===== src/rtl/gbsha_ttfir_pkg.sv =====
// Shared types and pin map for the TinyTapeout FIR host driver.
package gbsha_ttfir_pkg;
   typedef enum logic [1:0] {IDLE, RST, LOAD, RUN} state_e;
   typedef enum logic [1:0] {ARM, HIGH, WAIT} phase_e;

   // FIR tile io_in pin assignment
   localparam int IO_CLK   = 0;
   localparam int IO_RST   = 1;
   localparam int IO_X_LSB = 2;

   localparam int DEF_N_TAPS       = 4;
   localparam int DEF_BW_IN        = 6;
   localparam int DEF_BW_OUT       = 8;
   localparam int DEF_RESET_CYCLES = 2;
endpackage


===== src/rtl/gbsha_ttfir_driver.sv =====
// Host-side initiator for the TinyTapeout FIR tile: generates the FIR clock and
// reset, shifts in the coefficients, streams samples and captures each result.
module gbsha_ttfir_driver
   import gbsha_ttfir_pkg::*;
#(
   parameter int N_TAPS       = DEF_N_TAPS,
   parameter int BW_in        = DEF_BW_IN,
   parameter int BW_out       = DEF_BW_OUT,
   parameter int RESET_CYCLES = DEF_RESET_CYCLES
) (
   input  logic                    clk,
   input  logic                    reset_n,
   input  logic                    start,
   input  logic                    stop,
   input  logic [N_TAPS*BW_in-1:0] coef_in,
   input  logic                    s_valid,
   output logic                    s_ready,
   input  logic [BW_in-1:0]        s_data,
   output logic                    y_valid,
   output logic [BW_out-1:0]       y_data,
   output logic                    busy,
   output logic                    running,
   output logic [7:0]              fir_io_in,
   input  logic [7:0]              fir_io_out
);
   localparam int CNT_MAX = (RESET_CYCLES > N_TAPS) ? RESET_CYCLES : N_TAPS;
   localparam int CNT_W   = $clog2(CNT_MAX + 1);
   localparam logic [CNT_W-1:0] RST_LAST  = CNT_W'(RESET_CYCLES - 1);
   localparam logic [CNT_W-1:0] LOAD_LAST = CNT_W'(N_TAPS - 1);

   state_e                    r_state, w_state_nxt;
   phase_e                    r_phase, w_phase_nxt;
   logic [CNT_W-1:0]          r_cnt, w_cnt_nxt;
   logic [N_TAPS*BW_in-1:0]   r_coef, w_coef_nxt;
   logic                      r_first, w_first_nxt;   // a RUN period has already been clocked
   logic                      r_fclk, w_fclk_nxt;
   logic                      r_frst, w_frst_nxt;
   logic [BW_in-1:0]          r_fdat, w_fdat_nxt;
   logic                      r_yv, w_yv_nxt;
   logic [BW_out-1:0]         r_yd, w_yd_nxt;
   logic                      r_busy, r_running;
   logic                      w_wait;

   // Sample acceptance window: RUN/WAIT with stop taking priority over s_valid
   assign w_wait  = (r_state == RUN) && (r_phase == WAIT);
   assign s_ready = w_wait && !stop;

   // Next-state logic; pin bits only change on the edge entering ARM so every
   // fir_clk rise sees one full clk of setup
   always_comb begin
      w_state_nxt = r_state;
      w_phase_nxt = r_phase;
      w_cnt_nxt   = r_cnt;
      w_coef_nxt  = r_coef;
      w_first_nxt = r_first;
      w_fclk_nxt  = r_fclk;
      w_frst_nxt  = r_frst;
      w_fdat_nxt  = r_fdat;
      w_yv_nxt    = 1'b0;
      w_yd_nxt    = r_yd;
      if (r_state == IDLE) begin
         w_fclk_nxt  = 1'b0;
         w_frst_nxt  = 1'b0;
         w_fdat_nxt  = '0;
         w_phase_nxt = ARM;
         if (start) begin
            w_coef_nxt  = coef_in;
            w_state_nxt = RST;
            w_cnt_nxt   = '0;
            w_frst_nxt  = 1'b1;
         end
      end else begin
         case (r_phase)
            ARM: begin
               w_fclk_nxt  = 1'b1;
               w_phase_nxt = HIGH;
            end
            HIGH: begin
               w_fclk_nxt  = 1'b0;
               w_phase_nxt = ARM;
               case (r_state)
                  RST: begin
                     w_cnt_nxt = r_cnt + 1'b1;
                     if (r_cnt == RST_LAST) begin
                        // first coefficient goes out oldest-first (coef[N_TAPS-1])
                        w_state_nxt = LOAD;
                        w_cnt_nxt   = '0;
                        w_frst_nxt  = 1'b0;
                        w_fdat_nxt  = r_coef[(N_TAPS-1)*BW_in +: BW_in];
                        w_coef_nxt  = r_coef << BW_in;
                     end
                  end
                  LOAD: begin
                     if (r_cnt == LOAD_LAST) begin
                        w_state_nxt = RUN;
                        w_phase_nxt = WAIT;
                        w_first_nxt = 1'b0;
                     end else begin
                        w_cnt_nxt  = r_cnt + 1'b1;
                        w_fdat_nxt = r_coef[(N_TAPS-1)*BW_in +: BW_in];
                        w_coef_nxt = r_coef << BW_in;
                     end
                  end
                  default: begin
                     // FIR sum is registered: the first RUN period has nothing valid
                     w_phase_nxt = WAIT;
                     w_first_nxt = 1'b1;
                     if (r_first) begin
                        w_yv_nxt = 1'b1;
                        w_yd_nxt = fir_io_out[BW_out-1:0];
                     end
                  end
               endcase
            end
            default: begin
               if (stop) begin
                  w_state_nxt = IDLE;
                  w_phase_nxt = ARM;
                  w_fdat_nxt  = '0;
               end else if (s_valid) begin
                  w_fdat_nxt  = s_data;
                  w_phase_nxt = ARM;
               end
            end
         endcase
      end
   end

   // State and output registers
   always_ff @(posedge clk or negedge reset_n) begin
      if (!reset_n) begin
         r_state   <= IDLE;
         r_phase   <= ARM;
         r_cnt     <= '0;
         r_coef    <= '0;
         r_first   <= 1'b0;
         r_fclk    <= 1'b0;
         r_frst    <= 1'b0;
         r_fdat    <= '0;
         r_yv      <= 1'b0;
         r_yd      <= '0;
         r_busy    <= 1'b0;
         r_running <= 1'b0;
      end else begin
         r_state   <= w_state_nxt;
         r_phase   <= w_phase_nxt;
         r_cnt     <= w_cnt_nxt;
         r_coef    <= w_coef_nxt;
         r_first   <= w_first_nxt;
         r_fclk    <= w_fclk_nxt;
         r_frst    <= w_frst_nxt;
         r_fdat    <= w_fdat_nxt;
         r_yv      <= w_yv_nxt;
         r_yd      <= w_yd_nxt;
         r_busy    <= (w_state_nxt != IDLE);
         r_running <= (w_state_nxt == RUN);
      end
   end

   // Pin assembly; unused upper io_in pins held low
   always_comb begin
      fir_io_in                      = '0;
      fir_io_in[IO_CLK]              = r_fclk;
      fir_io_in[IO_RST]              = r_frst;
      fir_io_in[IO_X_LSB +: BW_in]   = r_fdat;
   end

   assign y_valid = r_yv;
   assign y_data  = r_yd;
   assign busy    = r_busy;
   assign running = r_running;
endmodule

===== config.mk =====
export PLATFORM = sky130hd
export DESIGN_NAME = gbsha_ttfir_driver
export DESIGN_NICKNAME = d
export VERILOG_FILES = /design/src/rtl/gbsha_ttfir_pkg.sv /design/src/rtl/gbsha_ttfir_driver.sv
export SDC_FILE = /design/constraint.sdc
export NUM_CORES = 1
export LEC_CHECK = 0
export CORE_AREA = 2 2 89 91
export DETAILED_ROUTE_END_ITERATION = 12
export DIE_AREA = 0 0 91 93
export DONT_BUFFER_PORTS = 1
export GPL_ROUTABILITY_DRIVEN = 0
export GPL_TIMING_DRIVEN = 0
export PLACE_DENSITY = 0.45
export SKIP_LAST_GASP = 1
export SLEW_MARGIN = 20
export SYNTH_ARGS = -nofsm -noshare
export SYNTH_HDL_FRONTEND = slang
export SYNTH_SLANG_ARGS = --single-unit
export TNS_END_PERCENT = 30

===== constraint.sdc =====
create_clock -name clk -period 2.7 [get_ports clk]
set_input_delay 0.54 -clock clk [delete_from_list [all_inputs] [get_ports clk]]
set_output_delay 0.54 -clock clk [all_outputs]
set_load 0.02 [all_outputs]

==> results.md, run 1 <==
- Status: completed
- Worst path max stage delay: 590 ps
- Die height: 93 microns
- DRT met1 WL: 2321 microns
- PwrDens: 1267 nW/um^2
- DRC: 0
- Placed insts: 295
- Post-synthesis cell area: 2581 sq um
- Critical Path Source Type: register
- CTS Buf Count: 5
- Fillers: 773
- Endpoints failing setup: 0
- Synth warnings: 0
- Clock Tree Buf Depth: 2
- Req. time, crit path: 2850 ps
- Clk slew on worst S/H paths: 90 ps
- Worst-Margin Slew: 669.8 ps
- Dpl ws: roughly 180 ps
- DR vias: 1587
- Fin util: 37.58%
- Layout net count: ~250
- Drt wl/cell: 18.04 microns
- FF-to-FF path depth: 7
- Final setup TNS: 0 ps
- Fmax: 417.1 MHz
- Asr flop ratio synth: 100.0%
- R2R Path Start: r_state[0]$_DFF_PN0_
- Routed wire length: 5501 microns
- Root Buffer: clkbuf_8
- Antenna Diode Count: 0
- DR pass1 iterations: 4
- Top Metal Used: met5
- Die ar.: 8463 sq um
- Clk sink count: between 50 and 60
- Crit path setup slack, layout: just over 300 ps
- # rows: 32
- Top-Level Pins: 63
- Routed wl met2: roughly 2600 microns
- Max Cap Violations: 0
- Mapped Avg Cell Area: 13.37 sq um
- Minimum clock period: 2397 ps
- Final worst-path cycle share: 88.79%
- Worst vdd ir: 0.3876 mV
- Largest net degree at the start of global routing: 52
- Buffers on Ports: 0
- First-pass GRT wire length: 8970 microns
- Seq/Total Area, Yosys: between 40% and 50%
- Cells after Synth: between 150 and 200
- Worst Path Arrival: 2550 ps
- Post-detailed-route count of antenna-violating nets: 0
- Core ar.: roughly 7500 sq um
- Routed wl met3: 446 microns
- Area Overhead vs Synth: 9.598%
- Flop2flop setup slack: a little over 300 ps
- Antenna violations before repair: 2
- CP max-delay cell: o311ai_0
- Hold Crit Class: in -> async
- FF+latch count, synth: 51
- Static Leak: between 0.001 and 0.0015 uW
- Syn_nets: around 240
- Reg-to-reg endpoint: busy$_DFF_PN0_
- Remaining global-route overflow: 0
- Number of DRC markers in iteration 0: 53
- WS Path Type: reg -> reg
- Yosys top cell by area: dfrtp_1
- Die width: about 91 microns
- Vias in the first global route: 1684
- RSZ-0062 raised after global routing: false
- Non-Filler Instances: 305
- All-Layer GR Usage: 13.60%
- Clk_lat worst skew: a little over 300 ps
- DP HPWL: 4051 microns
- CP max FO: 10
- CTS tree: yes
- Post-synth EDFFs: 0
- Largest cells by area after synthesis: dfrtp_1, mux2_2, mux2_4
- Final Power: 3585 uW
- Slew HR: 54.78%
- Yosys top cell area share: approximately half
- Most used DFF post-synth: dfrtp_1
- Clk_skew: 7.639 ps
- Initial Util: 34.29%
- Via density: 5.203
- Final Hold Vio Count: 0
- H-tree depth: 2
- Fraction of layout cells with a size suffix above 1: approximately two fifths
- Max Slew Vio Count: 0
- Synth cell types: 43
- Crit path capture type: register
- Critical path cell sequence: inv_1 -> ha_1 -> buf_2 -> buf_1 -> nor3b_1 -> o311ai_0 -> nand3_1
- Total of cells resized after clock tree synthesis: 0
-- cells in the final DEF (no fill, tap or decap), types with 3 or more instances in the layout --
cell type,instances
dfrtp_1,51
nor2_1,5
a22o_1,6
nand2_1,6
clkbuf_1,3
inv_1,7
a22o_2,6
buf_4,3
mux2_2,43
ha_1,8
clkbuf_8,5
nand3_1,4
mux2_4,10
o21ai_0,3
nor2b_1,5
-- worst max-delay path: cells and delay by family (launching register included) --
family / cells / cell delay [ps]
AND/OR/NAND/NOR: 2 / 270
adder cells (fa/ha/maj): 1 / 160
buffers and inverters: 3 / 760
AO/OA/AOI/OAI: 1 / 590
flip-flops: 1 / 460
-- cell families (layout without fill, tap and decap cells) --
family | after synthesis | in the layout | share of synthesized area [%]
mux | 54 | 54 | 24.96
buf+inv | 16 | 26 | 3.587
flops | 51 | 51 | 49.44
fa+ha+maj | 8 | 8 | 3.878
compound gates | 31 | 31 | 10.28
simple gates | 33 | 33 | 7.853
-- how the worst max path moves through the flow --
stage / from / endpoint / cells after the start
2_1_floorplan: r_state[0]$_DFF_PN0_ / r_coef[18]$_DFFE_PN0P_ / 8
3_3_place_gp: r_state[0]$_DFF_PN0_ / r_coef[9]$_DFFE_PN0P_ / 8
3_5_place_dp: r_state[0]$_DFF_PN0_ / r_coef[8]$_DFFE_PN0P_ / 8
4_1_cts: r_state[0]$_DFF_PN0_ / r_coef[8]$_DFFE_PN0P_ / 8
5_1_grt: r_state[0]$_DFF_PN0_ / busy$_DFF_PN0_ / 7
6_report: r_state[0]$_DFF_PN0_ / busy$_DFF_PN0_ / 7
-- layout make-up --
cell class / instances / area, sq um / share of cell area [%]
multi-input cells: 126 / 1212 / 42.86
clock buffers: 6 / 72.57 / 2.565
inverters: 7 / 26.28 / 0.9288
well taps: 102 / 127.6 / 4.511
plain buffers: 9 / 66.31 / 2.344
clock inverters: 2 / 12.51 / 0.4423
repair buffers: 2 / 35.03 / 1.238
flip-flops and latches: 51 / 1276 / 45.11
-- per-stage QoR --
step           hold slack, ps  instance area (sq um)
6_report                74.83                   2829
5_1_grt                 83.95                   2829
4_1_cts                 83.31                   2821
3_5_place_dp            246.7                   2709
3_3_place_gp            246.0                   2709
2_1_floorplan           244.4                   2581
-- power by group --
part / internal, uW / switching, uW
clock: 182 / 253
combinational: 936 / 760
sequential: 1110 / 342
-- synth_stat cells (2+ instances only) --
cell       number
a21oi_1         2
a22o_1          6
a22o_2          6
buf_1           2
buf_4           2
clkbuf_1        2
dfrtp_1        51
ha_1            8
inv_1           7
mux2_2         43
mux2_4         10
nand2_1         6
nand3_1         4
nand3b_1        2
nor2_1          5
nor2b_1         5
nor3_1          2
nor3b_1         2
o2111ai_1       2
o21ai_0         3
-- repair_timing --
item                                    4_1_cts  5_1_grt
buffers inserted                              0        1
hold buffers                                  1        0
endpoints found under the setup margin        0       10
endpoints found under the hold margin        51        0
-- state kept, by name, summed over array words and instances (netlist names) --
signal   count
r_coef      24
running      1
y_data       8
r_first      1
r_state      2
r_fdat       6
r_fclk       1
y_valid      1
busy         1
r_cnt        3
r_phase      2
r_frst       1
-- routing by layer --
| layer | vias up | GRT usage, % |
|---|---|---|
| met1 | 796 | 16.55 |
| met5 | - | 0 |
| met2 | 60 | 22.28 |
| met3 | 9 | 4.835 |
| li1 | 720 | - |
| met4 | 2 | 5.051 |
No activity file was read; power rests on OpenSTA's default activity.
==> inputs of run 2 (changes only) <==
--- a/config.mk
+++ b/config.mk
@@ -13,7 +13,7 @@
 export GPL_TIMING_DRIVEN = 0
 export PLACE_DENSITY = 0.45
 export SKIP_LAST_GASP = 1
-export SLEW_MARGIN = 20
+export SLEW_MARGIN = 0
 export SYNTH_ARGS = -nofsm -noshare
 export SYNTH_HDL_FRONTEND = slang
 export SYNTH_SLANG_ARGS = --single-unit
==> results of run 2 <==
No change in the layout: final DEF, timing and power equal those of run 1.
==> inputs of run 3 (changes only) <==
--- a/config.mk
+++ b/config.mk
@@ -12,6 +12,7 @@
 export GPL_ROUTABILITY_DRIVEN = 0
 export GPL_TIMING_DRIVEN = 0
 export PLACE_DENSITY = 0.45
+export SETUP_SLACK_MARGIN = 0.2
 export SKIP_LAST_GASP = 1
 export SLEW_MARGIN = 0
 export SYNTH_ARGS = -nofsm -noshare
==> run 3 against run 2 <==
Global-route usage is 0.087 points higher. Register-to-register slack better by 60 ps. Worst hold slack worse by 3.6 ps. Total power up 0.23%. Via count is 0.19% lower. Combinational power about the same. Sequential share of layout area stayed put. Critical path depth increased by 1. Final area stayed put. Non-clock buffer count did not move. Die area is the same. Wire length about the same. Critical endpoint is now r_coef[8]$_DFFE_PN0P_. Largest power group unchanged.
==> results.md, run 3 (synthesized netlist as in run 1, its figures left out) <==
- Status: completed (unchanged)
- DP HPWL: 4051 microns (unchanged)
- Layout net count: 253 (unchanged)
- Reg with most FFs: r_coef (unchanged)
- # rows: 32 (unchanged)
- PwrDens: 1270 nW/um^2 (was 1267 nW/um^2)
- Antenna violations before repair: 2 (unchanged)
- Top-Level Pins: 63 (unchanged)
- CTS tree: yes (unchanged)
- Crit path capture type: register (unchanged)
- DRC: 0 (unchanged)
- Final setup TNS: 0 ps (unchanged)
- CP max FO: 10 (unchanged)
- CTS Buf Count: 5 (unchanged)
- Critical Path Source Type: register (unchanged)
- Static Leak: 0.001241 uW (about the same)
- Core ar.: 7527 sq um (unchanged)
- H-tree depth: 2 (unchanged)
- Endpoints failing setup: 0 (unchanged)
- WHS: 71.28 ps (was 74.83 ps)
- Post-detailed-route count of antenna-violating nets: 0 (unchanged)
- All-Layer GR Usage: 13.69% (was 13.60%)
- Die height: 93 microns (unchanged)
- Req. time, crit path: 2890 ps (was 2850 ps)
- DR vias: 1584 (was 1587)
- Clk_lat worst skew: 310 ps (about the same)
- Max reg flops: 24 (unchanged)
- Die width: 91 microns (unchanged)
- Root Buffer: clkbuf_8 (unchanged)
- DR pass1 iterations: 4 (unchanged)
- Max Cap Violations: 0 (unchanged)
- WS Path Type: reg -> reg (unchanged)
- Minimum clock period: 2335 ps (was 2397 ps)
- Vias in the first global route: 1687 (was 1684)
- Commonest cells after routing, fill and taps aside: dfrtp_1, mux2_2, mux2_4 (unchanged)
- Antenna Diode Count: 0 (unchanged)
- Clk slew on worst S/H paths: 100 ps (was 90 ps)
- RSZ-0062 raised after global routing: false (unchanged)
- Max Slew Vio Count: 0 (unchanged)
- Final Hold Vio Count: 0 (unchanged)
- Slew HR: 54.28% (was 54.78%)
- Initial Util: 34.29% (unchanged)
- Worst-Margin Slew: 680.6 ps (was 669.8 ps)
- Number of DRC markers in iteration 0: 61 (was 53)
- First-pass GRT wire length: 9018 microns (was 8970 microns)
- Largest net degree at the start of global routing: 52 (unchanged)
- Clock Tree Buf Depth: 2 (unchanged)
- Via density: 5.193 (was 5.203)
- Clk sink count: 51 (unchanged)
- Worst Path Arrival: 2530 ps (was 2550 ps)
- Fmax: 428.3 MHz (was 417.1 MHz)
- Remaining global-route overflow: 0 (unchanged)
- Die ar.: 8463 sq um (unchanged)
- Worst vdd ir: 0.3881 mV (was 0.3876 mV)
- Drt wl/cell: 18.05 microns (was 18.04 microns)
- Routed wire length: 5505 microns (was 5501 microns)
- Clk_skew: 10.81 ps (was 7.639 ps)
- Area Overhead vs Synth: 9.598% (unchanged)
- Buffers on Ports: 0 (unchanged)
- Most common cell after layout, fill and taps aside: dfrtp_1 (unchanged)
- Final worst-path cycle share: 86.48% (was 88.79%)
- Hold Crit Class: in -> async (unchanged)
- Fraction of layout cells with a size suffix above 1: 38.92% (unchanged)
run 3: worst paths after layout:
kind / start / end / slack [ps] / cells after the start
setup / recovery: r_state[0]$_DFF_PN0_ / r_coef[8]$_DFFE_PN0P_ / 370 / 8
setup reg to reg: r_state[0]$_DFF_PN0_ / r_coef[8]$_DFFE_PN0P_ / 370 / 8
max in group asynchronous: reset_n / r_coef[10]$_DFFE_PN0P_ / 2390 / 1
min in group clk: coef_in[5] / r_coef[5]$_DFFE_PN0P_ / 370 / 1
hold reg to reg: r_coef[3]$_DFFE_PN0P_ / r_coef[3]$_DFFE_PN0P_ / 500 / 1
hold / removal: reset_n / r_state[1]$_DFF_PN0_ / 70 / 1
run 3: what timing repair did:
action	in CTS	in global routing
hold buffers	1	0
hold endpoints to repair	51	0
pin swaps	1	0
resized for setup	0	1
setup buffers	1	0
endpoints found under the setup margin	10	3
run 3: layer usage:
metal / vias up / global-route usage, % / wire length (microns)
li1: 718 / - / -
met5: - / 0 / 13
met2: 56 / 22.28 / 2576
met1: 799 / 16.76 / 2390
met3: 9 / 4.915 / 431
met4: 2 / 5.051 / 93
run 3: power by group:
| part | leakage (uW) | internal, uW | switching [uW] |
|---|---|---|---|
| clock network | 0.0000412 | 182 | 255 |
| logic | 0.000571 | 938 | 764 |
| registers | 0.000629 | 1110 | 342 |
| total | 0.00124 | 2230 | 1360 |
run 3: per-stage QoR:
step	std cells	instance area (sq um)	setup slack, ps	power [uW]	util (%)
3_3_place_gp	295	2709	215.5	3085	35.99
3_5_place_dp	295	2709	183.0	3151	35.99
5_1_grt	305	2829	229.5	3866	37.58
4_1_cts	305	2829	274.5	3632	37.58
2_1_floorplan	193	2581	520.2	2803	-
6_report	305	2829	365.0	3593	37.58
run 3: area by class of cell:
cell class | instances | area, sq um
plain buffers | 9 | 66.31
clock buffers | 6 | 72.57
clock inverters | 2 | 12.51
fillers | 771 | 4698
inverters | 7 | 26.28
multi-input cells | 126 | 1212
flip-flops and latches | 51 | 1276
well taps | 102 | 127.6
repair buffers | 2 | 35.03
run 3: critical path, cell delays in order (launching register included):
cell and delay (ps):
dfrtp_1 470, inv_1 120, ha_1 210, buf_2 170, nor3b_4 280, nand2_4 100, o21ai_4 350, buf_12 200
mux2_4 300
